<file path="config.mk">
export PLATFORM = sky130hd
export DESIGN_NAME = memstream_loader
export DESIGN_NICKNAME = d
export VERILOG_FILES = /design/src/rtl/memstream_loader_pkg.sv /design/src/rtl/memstream_loader.sv
export SDC_FILE = /design/constraint.sdc
export NUM_CORES = 1
export LEC_CHECK = 0
export ABC_CLOCK_PERIOD_IN_PS = 5000
export BUFFER_PORTS_ARGS = -buffer_cell sky130_fd_sc_hd__buf_2
export CAP_MARGIN = 40
export CELL_PAD_IN_SITES_DETAIL_PLACEMENT = 0
export CELL_PAD_IN_SITES_GLOBAL_PLACEMENT = 1
export CORE_AREA = 2 2 220 222
export DETAILED_ROUTE_END_ITERATION = 16
export DIE_AREA = 0 0 222 224
export PLACE_DENSITY = 0.58
export SYNTH_ARGS = -nofsm -noshare
export SYNTH_HDL_FRONTEND = slang
export SYNTH_SLANG_ARGS = --single-unit
</file>
<file path="constraint.sdc">
create_clock -name aclk -period 5 [get_ports aclk]
set_input_delay 1.5 -clock aclk [delete_from_list [all_inputs] [get_ports aclk]]
set_output_delay 1.5 -clock aclk [all_outputs]
set_load 0.02 [all_outputs]
</file>
<file path="src/rtl/memstream_loader_pkg.sv">
// Shared types and constants for the memstream weight loader.
package memstream_loader_pkg;

  localparam int WORD_W = 32;

  typedef enum logic [2:0] {
    S_ADDR,
    S_LEN,
    S_DATA,
    S_DRAIN,
    S_DONE
  } state_e;

endpackage

</file>
<file path="src/rtl/memstream_loader.sv">
// AXI-Stream frame loader writing {base, N, data...} frames into a memstream config port.
// Optional data checksum on csum when MEMSTREAM_LOADER_CSUM_EN is defined.
module memstream_loader
  import memstream_loader_pkg::*;
#(
  parameter int unsigned MEM_DEPTH = 13824,
  parameter int unsigned MAX_LEN   = 65536
) (
  input  logic              aclk,
  input  logic              aresetn,
  input  logic [WORD_W-1:0] s_axis_tdata,
  input  logic              s_axis_tvalid,
  output logic              s_axis_tready,
  input  logic              s_axis_tlast,
  output logic [WORD_W-1:0] config_address,
  output logic              config_ce,
  output logic              config_we,
  output logic [WORD_W-1:0] config_d0,
  output logic              busy,
  output logic              done,
  output logic              err,
  output logic [WORD_W-1:0] words_written,
  output logic [WORD_W-1:0] csum
);

  localparam logic [WORD_W-1:0] DEPTH_W   = WORD_W'(MEM_DEPTH);
  localparam logic [WORD_W-1:0] MAX_LEN_W = WORD_W'(MAX_LEN);

  state_e            state_q, state_nxt;
  logic              ready_q;
  logic              err_q;
  logic              err_set, err_clr;
  logic [WORD_W-1:0] base_q;
  logic [WORD_W-1:0] idx_q;
  logic [WORD_W-1:0] rem_q;
  logic [WORD_W-1:0] words_q;

  logic              acc_p0;
  logic              addr_beat_p0;
  logic [WORD_W-1:0] wr_addr_p0;
  logic              in_range_p0;
  logic              wr_vld_p0;

  logic              vld_p1;
  logic [WORD_W-1:0] addr_p1;
  logic [WORD_W-1:0] data_p1;

  // ---- stage p0: beat acceptance and write address decode ----
  assign acc_p0       = s_axis_tvalid && ready_q;
  assign addr_beat_p0 = acc_p0 && (state_q == S_ADDR);
  assign wr_addr_p0   = base_q + idx_q;
  assign in_range_p0  = (wr_addr_p0 < DEPTH_W);
  assign wr_vld_p0    = acc_p0 && (state_q == S_DATA) && in_range_p0;

  always_comb begin
    state_nxt = state_q;
    err_set   = 1'b0;
    err_clr   = 1'b0;
    case (state_q)
      S_ADDR: begin
        if (acc_p0) begin
          err_clr = 1'b1;
          if (s_axis_tlast) err_set = 1'b1;
          else              state_nxt = S_LEN;
        end
      end
      S_LEN: begin
        if (acc_p0) begin
          if (s_axis_tdata > MAX_LEN_W) begin
            err_set   = 1'b1;
            state_nxt = s_axis_tlast ? S_ADDR : S_DRAIN;
          end else if (s_axis_tdata == '0) begin
            if (s_axis_tlast) begin
              state_nxt = S_DONE;
            end else begin
              err_set   = 1'b1;
              state_nxt = S_DRAIN;
            end
          end else if (s_axis_tlast) begin
            err_set   = 1'b1;
            state_nxt = S_ADDR;
          end else begin
            state_nxt = S_DATA;
          end
        end
      end
      S_DATA: begin
        if (acc_p0) begin
          if (!in_range_p0) err_set = 1'b1;
          if (rem_q == WORD_W'(1)) begin
            if (!s_axis_tlast) begin
              err_set   = 1'b1;
              state_nxt = S_DRAIN;
            end else if (err_q || !in_range_p0) begin
              // A frame that hit a suppressed write never reports done.
              state_nxt = S_ADDR;
            end else begin
              state_nxt = S_DONE;
            end
          end else if (s_axis_tlast) begin
            err_set   = 1'b1;
            state_nxt = S_ADDR;
          end
        end
      end
      S_DRAIN: begin
        if (acc_p0 && s_axis_tlast) state_nxt = S_ADDR;
      end
      S_DONE: begin
        state_nxt = S_ADDR;
      end
      default: begin
        state_nxt = S_ADDR;
      end
    endcase
  end

  // tready is registered from the next state so it drops exactly for S_DONE.
  always_ff @(posedge aclk or negedge aresetn) begin
    if (!aresetn) begin
      state_q <= S_ADDR;
      ready_q <= 1'b0;
      err_q   <= 1'b0;
    end else begin
      state_q <= state_nxt;
      ready_q <= (state_nxt != S_DONE);
      err_q   <= (err_q && !err_clr) || err_set;
    end
  end

  always_ff @(posedge aclk or negedge aresetn) begin
    if (!aresetn) begin
      base_q <= '0;
      idx_q  <= '0;
      rem_q  <= '0;
    end else if (acc_p0) begin
      case (state_q)
        S_ADDR: base_q <= s_axis_tdata;
        S_LEN: begin
          rem_q <= s_axis_tdata;
          idx_q <= '0;
        end
        S_DATA: begin
          idx_q <= idx_q + WORD_W'(1);
          rem_q <= rem_q - WORD_W'(1);
        end
        default: ;
      endcase
    end
  end

  // ---- stage p1: registered memory write port ----
  always_ff @(posedge aclk or negedge aresetn) begin
    if (!aresetn) begin
      vld_p1  <= 1'b0;
      addr_p1 <= '0;
      data_p1 <= '0;
    end else begin
      vld_p1 <= wr_vld_p0;
      if (wr_vld_p0) begin
        addr_p1 <= wr_addr_p0;
        data_p1 <= s_axis_tdata;
      end
    end
  end

  always_ff @(posedge aclk or negedge aresetn) begin
    if (!aresetn)          words_q <= '0;
    else if (addr_beat_p0) words_q <= '0;
    else if (wr_vld_p0)    words_q <= words_q + WORD_W'(1);
  end

`ifdef MEMSTREAM_LOADER_CSUM_EN
  logic [WORD_W-1:0] csum_q;

  always_ff @(posedge aclk or negedge aresetn) begin
    if (!aresetn)          csum_q <= '0;
    else if (addr_beat_p0) csum_q <= '0;
    else if (wr_vld_p0)    csum_q <= csum_q + s_axis_tdata;
  end

  assign csum = csum_q;
`else
  assign csum = '0;
`endif

  assign s_axis_tready  = ready_q;
  assign config_address = addr_p1;
  assign config_d0      = data_p1;
  assign config_ce      = vld_p1;
  assign config_we      = vld_p1;
  assign busy           = (state_q != S_ADDR);
  assign done           = (state_q == S_DONE);
  assign err            = err_q;
  assign words_written  = words_q;

endmodule

</file>
# Yosys cells after proc, flatten, opt, wreduce, memory -nomap -nowiden

Cells that the tools add are included.

Register bits: 198
Input bits: 36
Output and inout port bits: 134

$add $sub $neg: 4
$lt $le $gt $ge: 2
Eq/ne operators: 6
Muxes and demuxes: 33
Reductions and logical operators: 17

Operator list:

| operator                | number |
|---|---|
| $pmux W32 S2            | 2 |
| $add A32 B1 Y32 const B | 2 |
| $mux W32                | 2 |
| $mux W3                 | 12 |
| $add A32 B32 Y32        | 1 |
| $eq A32 B1 Y1 const B   | 1 |
| $gt A32 B17 Y1 const B  | 1 |
| $logic_not A32 Y1       | 1 |
| $lt A32 B14 Y1 const B  | 1 |
| $sub A32 B1 Y32 const B | 1 |
| $mux W1                 | 13 |
| $pmux W3 S4             | 1 |
| $eq A3 B2 Y1 const B    | 2 |
| $logic_and A1 B1 Y1     | 6 |
| $mux W2                 | 2 |
| $reduce_and A2 Y1       | 2 |
| $reduce_bool A2 Y1      | 2 |
| $eq A3 B1 Y1 const B    | 1 |
| $eq A3 B3 Y1 const B    | 1 |
| $logic_not A3 Y1        | 1 |
| $ne A3 B3 Y1 const B    | 1 |
| $pmux W1 S3             | 1 |
| $reduce_bool A3 Y1      | 1 |
| $logic_not A1 Y1        | 2 |
| $logic_or A1 B1 Y1      | 2 |

# Logic depth before layout (Yosys ltp)

Depth in word-level cells: 10
Gate-level depth with buffers: 16

# Worst setup path after synthesis

No wires, ideal clock.

Path type: reg2reg
Start point: register idx_q[0]
End point: register addr_p1[10] (netlist: config_address[10])
Library setup time: 0.128 ns
Arrival: 3.426 ns
Slack: 1.446 ns
Stages on the path, launching flop included: 17
Path buffers: 2
Clock period less this slack: 3.554 ns
Path through: dfrtp_1 ha_1 inv_1 fa_1 nor2b_1 o2111ai_2 a21boi_1 o31ai_1 and4b_1 o311a_1 a2111oi_4 and2_1 buf_2 nand2_2 inv_2 buf_4 mux2_1

Cells in the longest elaborated chain, start to end: 3

Ends and longest elaborated chain:

| item                     | line                    | source |
|---|---|---|
| start: declaration       | memstream_loader.sv:34  | `logic [WORD_W-1:0] idx_q;` |
| start signal: assignment | memstream_loader.sv:144 | `idx_q <= idx_q + WORD_W'(1);` |
| $add A32 B32 Y32         | memstream_loader.sv:51  | `assign wr_addr_p0 = base_q + idx_q;` |
| $lt A32 B14 Y1           | memstream_loader.sv:52  | `assign in_range_p0 = (wr_addr_p0 < DEPTH_W);` |
| $logic_and A1 B1 Y1      | memstream_loader.sv:53  | `assign wr_vld_p0 = acc_p0 && (state_q == S_DATA) && in_range_p0;` |
| named net wr_vld_p0      | memstream_loader.sv:42  | `logic wr_vld_p0;` |
| end signal: assignment   | memstream_loader.sv:161 | `addr_p1 <= wr_addr_p0;` |
| end: declaration         | memstream_loader.sv:45  | `logic [WORD_W-1:0] addr_p1;` |

The timed path passes the listed nets, and every way through them passes these cells.
A chain may end at the register's enable or synchronous reset.

# Worst setup path in the final report

Start point: register idx_q[0]
End point: register data_p1[20] (netlist: config_d0[20])

Cells in the longest elaborated chain, start to end: 3

Ends and longest elaborated chain:

| item                   | line                    | source |
|---|---|---|
| $add A32 B32 Y32       | memstream_loader.sv:51  |  |
| $lt A32 B14 Y1         | memstream_loader.sv:52  |  |
| $logic_and A1 B1 Y1    | memstream_loader.sv:53  |  |
| end signal: assignment | memstream_loader.sv:162 | `data_p1 <= s_axis_tdata;` |
| end: declaration       | memstream_loader.sv:46  | `logic [WORD_W-1:0] data_p1;` |

Every way passes these cells.

==> results.sh <==
export IMPL_dieArea_um2=49700
export IMPL_status="completed"
export IMPL_clk_latency_ns=0.46
export IMPL_cellPowerDensity_nw_per_um2=399
export IMPL_fin_ws_ns=0.670
export IMPL_crit_fanout=34
export IMPL_fmaxAchievable_mhz=231
export IMPL_met3_usage=0.0275
export IMPL_cts_htree_levels=4
export IMPL_p_leak_nw=6.63
export IMPL_ys_seq_area_frac=0.424
export IMPL_wirelength_mm=36.6
export IMPL_wire_per_inst_um=17.8
export IMPL_io_pins=170
export IMPL_cp_slowest_stage_delay_ns=0.42
export IMPL_ys_ff_latch=198
export IMPL_drtAntennaViolNets=0
export IMPL_first_iter_violations=488
export IMPL_grt_ovfl_total=0
export IMPL_cts_path_max_buffers=2
export IMPL_combPwrFrac=0.325
export IMPL_synth_edf_count=0
export IMPL_post_cts_setup_buffer_count=0
export IMPL_synth_area_leaders="dfrtp_1 42%, nand2_1 7.1%, o21ai_0 4.0%"
export IMPL_die_y_um=224
export IMPL_yosysMostFrequentCell="nand2_1"
export IMPL_synth_top_cells_by_count="221 x nand2_1, 198 x dfrtp_1, 93 x o21ai_0, 85 x a21oi_1, 72 x nand3_1"
export IMPL_finalClockSkew_ns=0.0135
export IMPL_firstDrtPassIters=5
export IMPL_clkSlewWorstSetupHoldPaths_ns=0.07
export IMPL_synthArstFlopShare=1.00
export IMPL_pwr_share_clk=0.276
export IMPL_synth_main_ff_cell="dfrtp_1"
export IMPL_peakVddDrop_mv=0.268
export IMPL_hold_path_class="flop to flop"
export IMPL_crit_required_ns=5.33
export IMPL_netlist_area_um2=11700
export IMPL_grtUsageTotal=0.150
export IMPL_ys_types=79
export IMPL_min_period_ns=4.33
export IMPL_grt_max_degree=93
export IMPL_crit_buf_inv=2
export IMPL_crit_family="compound AO/OA/AOI/OAI gates"
export IMPL_die_width_um=222
export IMPL_grt_pass1_vias=10000
export IMPL_syn_to_final_growth_pct=15.9
export IMPL_worst_pin_slew_ns=0.879
export IMPL_drive_gt1_frac=0.172
export IMPL_worstPathArrival_ns=4.67
export IMPL_ctsHoldBuffers=0
export IMPL_fin_hold_ws_ns=0.481
export IMPL_yosys_warnings=0
export IMPL_cap_violations=0
export IMPL_nets=1499
export IMPL_grt_first_pass_wirelength_mm=58.5
export IMPL_synth_area_per_cell_um2=8.86
export IMPL_synth_largest_area_cell="dfrtp_1"
export IMPL_rsz0062_at_grt="false"
export IMPL_diodes=0
export IMPL_dp_worst_setup_slack_ns=0.644
export IMPL_grtUsageMet1=0.206
export IMPL_core_um2=47300
export IMPL_via_per_inst=4.87
export IMPL_cpMaxStageDelayCell="dfrtp_1"
export IMPL_worstPathCellList="ha_1 -> inv_1 -> fa_1 -> nor2b_1 -> o2111ai_2 -> a21boi_1 -> o31ai_1 -> and4b_1 -> o311a_1 -> a2111oi_4 -> and2_1 -> nand2_2 -> buf_4 -> mux2_1"
export IMPL_start_kind="flop"
export IMPL_fin_crit_sh=0.866
export IMPL_top_usage_layer="met2"
export IMPL_end_kind="flop"
export IMPL_initial_core_util=0.247
export IMPL_cts_tree="done"
export IMPL_vias=9984
export IMPL_post_cts_resized=0
export IMPL_cts_buffers=17
export IMPL_netSwitchingPower_mw=2.08
export IMPL_drc=0
export IMPL_switching_share=0.384
export IMPL_syn_instance_count=1319
export IMPL_synth_top_area_frac=0.424
export IMPL_tns_ns=0
export IMPL_internal_power_mw=3.33
export IMPL_power_total_mw=5.40
export IMPL_antenna_found_initial=0
export IMPL_grtUsageMet2=0.241
export IMPL_slew_violations=0
export IMPL_crit_type="flop to flop"
export IMPL_dpl_hpwl_mm=26.7
export IMPL_std_cell_rows=80
export IMPL_cts_root_buf="clkbuf_16"
export IMPL_p_seq_frac=0.398
export IMPL_place_port_buffers=137
export IMPL_globalplace_congestion=0.802
export IMPL_max_slew_margin=0.414
export IMPL_hold_viol_final=0
export IMPL_setup_violations=0
export IMPL_cts_sinks=198
[per-layer routing]
metal / vias up / share of wire
met5: - / 0
met4: 0 / 0.016
met3: 28 / 0.037
met2: 196 / 0.47
met1: 4906 / 0.48
li1: 4854 / -
[layout make-up]
type / count / area (um2)
Timing Repair Buffer: 154 / 887
Sequential cell: 198 / 4950
Multi-Input combinational cell: 1031 / 6230
Clock buffer: 22 / 484
Tap cell: 615 / 769
Clock inverter: 9 / 140
Inverter: 23 / 86.3
Fill cell: 5032 / 33800
[registers in the layout, indices dropped and copies added, names as in the netlist]
name            count
rem_q              32
words_written      32
config_d0          32
config_ce           1
config_address     32
base_q             32
idx_q              32
s_axis_tready       1
state_q             3
err                 1
[cell usage in the layout, fill, tap and decap left out, types with 22 or more instances in the layout]
| cell type | synthesis | layout |
|---|---|---|
| dfrtp_1 | 198 | 198 |
| ha_1 | 37 | 37 |
| inv_1 | 22 | 22 |
| and3_1 | 34 | 34 |
| nand3_1 | 72 | 72 |
| nor2_1 | 71 | 70 |
| mux2i_1 | 32 | 32 |
| o21ai_0 | 93 | 93 |
| nand2_1 | 221 | 220 |
| or2_2 | 30 | 30 |
| mux2_1 | 39 | 39 |
| buf_2 | 15 | 136 |
| and2_1 | 24 | 24 |
| nor3_1 | 30 | 30 |
| conb_1 | 1 | 32 |
| a21oi_1 | 85 | 85 |
[power groups by stage]
stage	Combinational, mW	Sequential [mW]	Clock (mW)
final	1.76	2.15	1.49
after detailed placement	1.75	2.18	0
after CTS	1.76	2.15	1.56
after floorplan	1.25	2.09	0
after global routing	1.98	2.20	1.61
after global placement	1.74	2.18	0
[worst paths after layout]
| kind | startpoint | to | slack, ns | depth (start not counted) |
|---|---|---|---|---|
| hold / removal | config_address[1] | config_address[1] | 0.48 | 1 |
| setup / recovery | idx_q[0] | config_d0[20] | 0.67 | 14 |
| hold reg to reg | config_address[1] | config_address[1] | 0.48 | 1 |
| min in group asynchronous | aresetn | words_written[28] | 1.09 | 2 |
| setup reg to reg | idx_q[0] | config_d0[20] | 0.67 | 14 |
| max in group asynchronous | aresetn | config_address[27] | 3.13 | 3 |
[logic make-up (layout without fill, tap and decap cells)]
group / after synthesis / count (layout) / synth area share
adders and majority gates: 38 / 38 / 0.0413
muxes: 76 / 76 / 0.0698
other: 1 / 32 / 0.000321
buffers and inverters: 121 / 208 / 0.0539
AOI/OAI and AO/OA: 299 / 299 / 0.161
and+or+nand+nor: 570 / 570 / 0.238
xor gates and xnor gates: 16 / 16 / 0.0120
DFF: 198 / 198 / 0.424
[through the flow]
step | instances | instance area [um2] | util
after floorplan | 1350 | 11800 | -
after global placement | 2019 | 12900 | 0.272
after detailed placement | 2021 | 12900 | 0.273
after CTS | 2052 | 13600 | 0.286
after global routing | 2052 | 13600 | 0.286
final | 2052 | 13600 | 0.286
No activity file was read; power rests on OpenSTA's default activity.
